`src/rtl/fetch_ctrl_if.sv`:
```
// Bundle of the fetch controller's PC, I-cache and decode-side signals.
// Handshake: a fetch request transfers on a cycle where ic_req && ic_ready;
// ic_req, once raised, stays high with a stable ic_addr until that cycle.
// ic_rvalid is a single-cycle data strobe with no back-pressure. inst_valid
// is held with stable inst/inst_pc until a cycle with stall == 0 or a redirect.
interface fetch_ctrl_if #(
    parameter int PC_W   = 32,
    parameter int INST_W = 32
);
    logic [PC_W-1:0]   pc_cur;
    logic [PC_W-1:0]   pc_next;
    logic              pc_we;
    logic              ic_req;
    logic [PC_W-1:0]   ic_addr;
    logic              ic_ready;
    logic              ic_rvalid;
    logic [INST_W-1:0] ic_rdata;
    logic              stall;
    logic              redirect_valid;
    logic [PC_W-1:0]   redirect_pc;
    logic              inst_valid;
    logic [INST_W-1:0] inst;
    logic [PC_W-1:0]   inst_pc;
    logic [1:0]        dbg_state;

    modport master (
        input  pc_cur, ic_ready, ic_rvalid, ic_rdata, stall, redirect_valid, redirect_pc,
        output pc_next, pc_we, ic_req, ic_addr, inst_valid, inst, inst_pc, dbg_state
    );

    modport slave (
        output pc_cur, ic_ready, ic_rvalid, ic_rdata, stall, redirect_valid, redirect_pc,
        input  pc_next, pc_we, ic_req, ic_addr, inst_valid, inst, inst_pc, dbg_state
    );
endinterface

```
`src/rtl/fetch_ctrl.sv`:
```
// Instruction fetch controller: steps the external PC, issues one I-cache
// request at a time, registers returned instructions for decode and folds
// branch/trap redirects in without aborting an in-flight cache request.
module fetch_ctrl #(
    parameter int PC_W   = 32,
    parameter int INST_W = 32
) (
    input logic        clk,
    input logic        rst,
    fetch_ctrl_if.master bus
);

    localparam logic [1:0] S_IDLE  = 2'd0;
    localparam logic [1:0] S_REQ   = 2'd1;
    localparam logic [1:0] S_WAIT  = 2'd2;
    localparam logic [1:0] S_ISSUE = 2'd3;

    logic [1:0]        state_q, state_d;
    logic              pend_q, pend_d;
    logic [PC_W-1:0]   pend_pc_q, pend_pc_d;
    logic [INST_W-1:0] inst_q, inst_d;
    logic [PC_W-1:0]   inst_pc_q, inst_pc_d;

    logic              pc_we_c;
    logic [PC_W-1:0]   pc_next_c;
    logic [PC_W-1:0]   pc_inc;

    assign pc_inc = bus.pc_cur + PC_W'(4);

    // Next-state and PC-update decisions for the four fetch states.
    always_comb begin
        state_d   = state_q;
        pend_d    = pend_q;
        pend_pc_d = pend_pc_q;
        inst_d    = inst_q;
        inst_pc_d = inst_pc_q;
        pc_we_c   = 1'b0;
        pc_next_c = pc_inc;
        case (state_q)
            S_IDLE: begin
                pc_we_c   = 1'b1;
                pc_next_c = bus.redirect_valid ? bus.redirect_pc : pc_inc;
                state_d   = S_REQ;
            end
            S_REQ: begin
                // A redirect cannot cancel the request, so remember it.
                if (bus.redirect_valid) begin
                    pend_d    = 1'b1;
                    pend_pc_d = bus.redirect_pc;
                end
                if (bus.ic_ready) begin
                    state_d = S_WAIT;
                end
            end
            S_WAIT: begin
                if (bus.ic_rvalid) begin
                    if (bus.redirect_valid) begin
                        pc_we_c   = 1'b1;
                        pc_next_c = bus.redirect_pc;
                        pend_d    = 1'b0;
                        state_d   = S_REQ;
                    end else if (pend_q) begin
                        pc_we_c   = 1'b1;
                        pc_next_c = pend_pc_q;
                        pend_d    = 1'b0;
                        state_d   = S_REQ;
                    end else begin
                        inst_d    = bus.ic_rdata;
                        inst_pc_d = bus.pc_cur;
                        state_d   = S_ISSUE;
                    end
                end else if (bus.redirect_valid) begin
                    pend_d    = 1'b1;
                    pend_pc_d = bus.redirect_pc;
                end
            end
            S_ISSUE: begin
                // A redirect wins over a stalled decode stage.
                if (bus.redirect_valid) begin
                    pc_we_c   = 1'b1;
                    pc_next_c = bus.redirect_pc;
                    state_d   = S_REQ;
                end else if (!bus.stall) begin
                    pc_we_c   = 1'b1;
                    pc_next_c = pc_inc;
                    state_d   = S_REQ;
                end
            end
            default: begin
                state_d = S_IDLE;
            end
        endcase
    end

    // State and captured-instruction registers with asynchronous reset.
    always_ff @(posedge clk or negedge rst) begin
        if (!rst) begin
            state_q   <= S_IDLE;
            pend_q    <= 1'b0;
            pend_pc_q <= '0;
            inst_q    <= '0;
            inst_pc_q <= '0;
        end else begin
            state_q   <= state_d;
            pend_q    <= pend_d;
            pend_pc_q <= pend_pc_d;
            inst_q    <= inst_d;
            inst_pc_q <= inst_pc_d;
        end
    end

    // pc_we is qualified by rst so IDLE cannot write the PC while reset is held.
    assign bus.pc_we      = pc_we_c & rst;
    assign bus.pc_next    = {pc_next_c[PC_W-1:2], 2'b00};
    assign bus.ic_req     = (state_q == S_REQ);
    assign bus.ic_addr    = bus.pc_cur;
    assign bus.inst_valid = (state_q == S_ISSUE);
    assign bus.inst       = inst_q;
    assign bus.inst_pc    = inst_pc_q;
    assign bus.dbg_state  = state_q;

endmodule
```
`src/flat_wrapper.sv`:
```
// flat-port wrapper written by rule: the top's interface ports become plain ports
module fetch_ctrl_flat 
#(
    parameter int PC_W   = 32,
    parameter int INST_W = 32
)
  (clk, rst, bus_pc_cur, bus_ic_ready, bus_ic_rvalid, bus_ic_rdata, bus_stall, bus_redirect_valid, bus_redirect_pc, bus_pc_next, bus_pc_we, bus_ic_req, bus_ic_addr, bus_inst_valid, bus_inst, bus_inst_pc, bus_dbg_state);
  fetch_ctrl_if #(.PC_W(PC_W), .INST_W(INST_W)) bus_i ();
  input logic clk;
  input logic rst;
  input wire logic [$bits(bus_i.pc_cur)-1:0] bus_pc_cur;
  input wire logic [$bits(bus_i.ic_ready)-1:0] bus_ic_ready;
  input wire logic [$bits(bus_i.ic_rvalid)-1:0] bus_ic_rvalid;
  input wire logic [$bits(bus_i.ic_rdata)-1:0] bus_ic_rdata;
  input wire logic [$bits(bus_i.stall)-1:0] bus_stall;
  input wire logic [$bits(bus_i.redirect_valid)-1:0] bus_redirect_valid;
  input wire logic [$bits(bus_i.redirect_pc)-1:0] bus_redirect_pc;
  output wire logic [$bits(bus_i.pc_next)-1:0] bus_pc_next;
  output wire logic [$bits(bus_i.pc_we)-1:0] bus_pc_we;
  output wire logic [$bits(bus_i.ic_req)-1:0] bus_ic_req;
  output wire logic [$bits(bus_i.ic_addr)-1:0] bus_ic_addr;
  output wire logic [$bits(bus_i.inst_valid)-1:0] bus_inst_valid;
  output wire logic [$bits(bus_i.inst)-1:0] bus_inst;
  output wire logic [$bits(bus_i.inst_pc)-1:0] bus_inst_pc;
  output wire logic [$bits(bus_i.dbg_state)-1:0] bus_dbg_state;
  assign bus_i.pc_cur = bus_pc_cur;
  assign bus_i.ic_ready = bus_ic_ready;
  assign bus_i.ic_rvalid = bus_ic_rvalid;
  assign bus_i.ic_rdata = bus_ic_rdata;
  assign bus_i.stall = bus_stall;
  assign bus_i.redirect_valid = bus_redirect_valid;
  assign bus_i.redirect_pc = bus_redirect_pc;
  assign bus_pc_next = bus_i.pc_next;
  assign bus_pc_we = bus_i.pc_we;
  assign bus_ic_req = bus_i.ic_req;
  assign bus_ic_addr = bus_i.ic_addr;
  assign bus_inst_valid = bus_i.inst_valid;
  assign bus_inst = bus_i.inst;
  assign bus_inst_pc = bus_i.inst_pc;
  assign bus_dbg_state = bus_i.dbg_state;
  fetch_ctrl #(.PC_W(PC_W), .INST_W(INST_W)) u_core (.clk(clk), .rst(rst), .bus(bus_i));
endmodule
```
`config.mk`:
```
export PLATFORM = sky130hd
export DESIGN_NAME = fetch_ctrl_flat
export DESIGN_NICKNAME = d
export VERILOG_FILES = /design/src/rtl/fetch_ctrl_if.sv /design/src/rtl/fetch_ctrl.sv /design/src/flat_wrapper.sv
export SDC_FILE = /design/constraint.sdc
export NUM_CORES = 1
export LEC_CHECK = 0
export BUFFER_PORTS_ARGS = -buffer_cell sky130_fd_sc_hd__buf_2
export CORE_ASPECT_RATIO = 0.6
export CORE_UTILIZATION = 40
export DETAILED_ROUTE_END_ITERATION = 12
export HOLD_SLACK_MARGIN = 0.15
export PLACE_DENSITY_LB_ADDON = 0.12
export SYNTH_ARGS = -nofsm -noshare
export SYNTH_HDL_FRONTEND = slang
export SYNTH_SLANG_ARGS = --single-unit
```
`constraint.sdc`:
```
create_clock -name clk -period 2.2 [get_ports clk]
set_input_delay 0.55 -clock clk [delete_from_list [all_inputs] [get_ports clk]]
set_output_delay 0.55 -clock clk [all_outputs]
set_load 0.05 [all_outputs]
```
### Yosys cells after proc, flatten, opt, wreduce, memory -nomap -nowiden

Cells that the tools add are included.

* word-level logic and storage cells: 46
* output and inout port bits: 133
* register bits: 99

* bitwise gates (word level): 3
* eq/ne operators: 7
* add/sub/neg operators: 1
* reduce and logical (&&, ||, !) cells: 6
* multiplexer cells: 24

Operators with widths (count)
* 32-bit two-way mux: 6
* 32-bit one-hot mux with 2 select lines: 2
* 32-bit by 3-bit adder with 32-bit output (second input constant): 1
* 2-bit two-way mux: 6
* 2-bit one-hot mux with 4 select lines: 1
* 1-bit two-way mux: 7
* 2-bit inequality test (second input constant): 3
* 2-bit equality test (second input constant): 2
* 4-bit AND reduction: 1
* 3-bit inequality test (second input constant): 1
* 1-bit one-hot mux with 3 select lines: 1
* 3-bit AND reduction: 1
* 2-bit by 1-bit equality test with 1-bit output (second input constant): 1
* 2-bit zero test: 1
* 1-bit inverter: 2
* 1-bit one-hot mux with 2 select lines: 1
* 2-bit AND reduction: 1
* 2-bit nonzero test: 1
* 2-bit OR reduction: 1
* 1-bit AND: 1

### Longest topological paths before layout

* depth after elaboration: 5
* depth in mapped cells: 9
* gate-level depth less buffers: 7

### Worst setup path after synthesis

Ideal clock, no wire load.

* path type: register -> output
* from: register u_core.state_q[1] (netlist: u_core.bus.dbg_state[1])
* to: output bus_pc_next[28]
* data arrival time: 3321 ps
* cell stages (with the launch flop): 10
* required time: 1650 ps
* path slack: -1671 ps
* path buffers: 2
* cells stage by stage: dfrtp_1 inv_1 ha_1 clkbuf_1 and3b_1 clkbuf_1 o21ai_0 a2bb2oi_1 nor2_1 o21ai_0

* cells in the longest elaborated chain, start to end: 3
* elaborated cells on any way between the ends: 5
* classes of those cells: eq/ne (2); mux (1); reduce/logical (2)

RTL lines
* from (decl): RTL line fetch_ctrl.sv:18 `logic [1:0] state_q, state_d;`
* from (signal assigned): RTL line fetch_ctrl.sv:104 `state_q <= state_d;`
* 2-bit equality test or 2-bit zero test (tied branches): RTL line fetch_ctrl.sv:39 `case (state_q)`
* 2-bit OR reduction (no source line)
* 32-bit one-hot mux with 2 select lines (*): RTL line fetch_ctrl.sv:39
* to (decl): RTL line flat_wrapper.sv:18 `output wire logic [$bits(bus_i.pc_next)-1:0] bus_pc_next;`

Every way passes the cells marked *; elsewhere a longest branch is shown, timed or not.

### Final worst setup path

* from: register u_core.state_q[0] (netlist: u_core.bus.dbg_state[0])
* to: output bus_pc_next[12]

The elaborated chain is that of the path after synthesis.

==> results.tsv <==
metric	value	unit
setup_tns	-13.77	ns
peakVddDrop	0.000889	V
core_area	13900	um2
clk_latency	0.34	ns
final_design_area_no_fill	9530	um2
fin_ws	-0.502	ns
cellPowerDensity	1570	nW/um2
cts_max_level	3	
cp_data_arrival_time	2.15	ns
hold_viol_final	0	
period_needed	2.70	ns
place.gp.congestion	0.885	
synthCells	576	
vias_per_cell	5.34	
avgSynthCellArea	10.1	um2
rsz0062_at_grt	yes	
grt-ovfl-total	0	
syn_to_final_growth	64.7	%
mostFrequentLayoutCells	buf_2 (193), buf_4 (122), dfrtp_1 (95)	
grt_pass1_vias	5819	
fp.dieH	95.2	um
drcViolationCount	0	
synthTopCellsByArea	dfrtp_1 (42%), mux2_2 (18%), buf_4 (4.5%), o21ai_0 (4.3%), xor2_1 (2.6%)	
max-cap-violations	0	
rows	33	
antenna_cells	0	
grt_pass1_wl	31.2	mm
drt-pass1-iter-count	4	
yosys_register_bits	97	
worst_slew_pin_slew	0.805	ns
io_pins	235	
drive_above_1_share	67.6	%
path_buf_inv	4	
grt_max_degree	58	
clock-root-buffer	clkbuf_16	
fillers	1074	
worst_path_largest_cell_delay	0.42	ns
ys_types	55	
nets	1007	
syn-cell-area	5790	um2
hold_class	in -> async	
whs	0.301	ns
violations	setup timing	
die_w	157	um
clock_skew	0.0127	ns
grt_usage	27.5	%
antenna_found_initial	0	
hpwlAfterDp	15.5	mm
ant_nets	0	
timing.slew.headroom	46.4	%
io_buffers	230	
crit_family	buffers and inverters	
final_common_cell	buf_2	
cts-buffers-inserted	9	
path_common_cell	buf_4	
crit_type	reg -> out	
critPathRequiredTime	1.65	ns
setup_viol	31	
async_flop_share	100	%
slowest_stage	dfrtp_2	
cts_sinks	97	
drt_wl_total	20.8	mm
yosysWarnings	0	
status	finished, violations left	
timing.fmax	370	MHz
end_kind	output port	
synth-main-ff-cell	dfrtp_1	
clkTransAtPathRegs	0.08	ns
crit_chain	buf_4, ha_4, buf_4, or2_4, buf_8, nor2_2, o32ai_4, buf_6	
cellLeakagePower	4.53	nW
placed_area	8250	um2
ctsHoldBuffers	0	
yosys.area.top_type	dfrtp_1	
design.die.area	15000	um2
cp-start-kind	register	
cts_tree	yes	
drv_slew	0	
critPathMaxFanout	6	
avgRoutedWirePerCell	19.0	um
ys_seq_area_share	41.9	%
synth_edf_count	0	
finalCritPeriodShare	123	%
start_util	41.7	%
synth_top_area_share	41.9	%
clockBufferDepth	2	
vias	5861	
drt_iter0_drc	242	
-- worst paths after layout --
| kind | from | to | slack, ns | depth (start not counted) |
|---|---|---|---|---|
| hold reg to reg | u_core.bus.inst[0] | u_core.bus.inst[0] | 0.51 | 1 |
| setup reg to reg | u_core.bus.dbg_state[0] | u_core.bus.inst[10] | 0.06 | 10 |
| min in group clk | bus_ic_rdata[0] | u_core.bus.inst[0] | 0.44 | 2 |
| max in group asynchronous | rst | u_core.bus.dbg_state[0] | 1.21 | 2 |
| hold / removal | rst | u_core.pend_pc_q[3] | 0.30 | 2 |
| setup / recovery | u_core.bus.dbg_state[0] | bus_pc_next[12] | -0.50 | 8 |
-- cell families after synthesis --
logic type      share of synthesized area, %
simple gates                            12.3
flops                                   41.9
xor+xnor                                3.93
mux                                     17.5
other cells                           0.0648
compound gates                          15.0
buf+inv                                 8.26
fa+ha+maj                               1.08
-- flip-flops by register name, indices dropped and copies added, names as in the netlist --
signal and count:
u_core.pend_q 1, u_core.bus.inst_pc 32, u_core.bus.dbg_state 2, u_core.bus.inst 32, u_core.pend_pc_q 30
-- through the flow --
step	power [W]	worst slack (ns)	instances	utilization, %
finish	0.0150	-0.502	1097	68.7
global route	0.0157	-0.597	1097	68.7
CTS	0.0148	-0.471	1084	66.6
detailed placement	0.0120	-0.679	1060	59.5
global placement	0.0118	-0.603	1060	59.5
floorplan	0.00950	-0.587	577	-
-- power breakdown --
group          internal (W)  leakage (nW)  switching (W)  total, W
Sequential          0.00258          1.23       0.000480   0.00306
Clock              0.000826         0.147       0.000765   0.00159
Combinational       0.00387          3.16        0.00649    0.0104
Total               0.00727          4.53        0.00774    0.0150
-- what timing repair did --
action,CTS,global route
pin swaps,24,16
buffers inserted,7,9
setup endpoints to repair,73,74
cloned,1,4
gates resized for setup,164,45
-- per-layer routing --
layer  wire, um  GRT usage (%)  up-vias
li1           -              -     2696
met1       9270           37.9     2883
met2       9820           44.4      256
met3       1450           5.41       26
met4        301           7.20        0
met5          0              0        -
-- Yosys cell counts (all sizes together) (2+ instances only) --
cell type	number
dfrtp	97
mux2	90
o21ai	53
buf	52
nand2	37
nor2	36
a21oi	20
inv	18
xor2	17
clkbuf	16
nand3	16
a22oi	12
and3	11
nand4	9
xnor2	9
nor3	8
o22ai	7
a211oi	6
a2bb2oi	6
o32ai	6
a221oi	5
ha	5
nand2b	4
and2	3
o211a	3
o31ai	3
a31oi	2
a32oi	2
nor2b	2
nor4	2
o211ai	2
o221ai	2
or2	2
or3b	2
-- final cells by class --
cell class / instances / area (um2) / area share [%]
clock buffer: 10 / 239 / 2.51
timing repair buffer: 379 / 2730 / 28.6
sequential: 97 / 2430 / 25.5
clock inverter: 6 / 57.6 / 0.604
tap: 192 / 240 / 2.52
multi-input combinational: 394 / 3760 / 39.4
inverter: 19 / 78.8 / 0.827
Power figures use the tool's default switching activity.
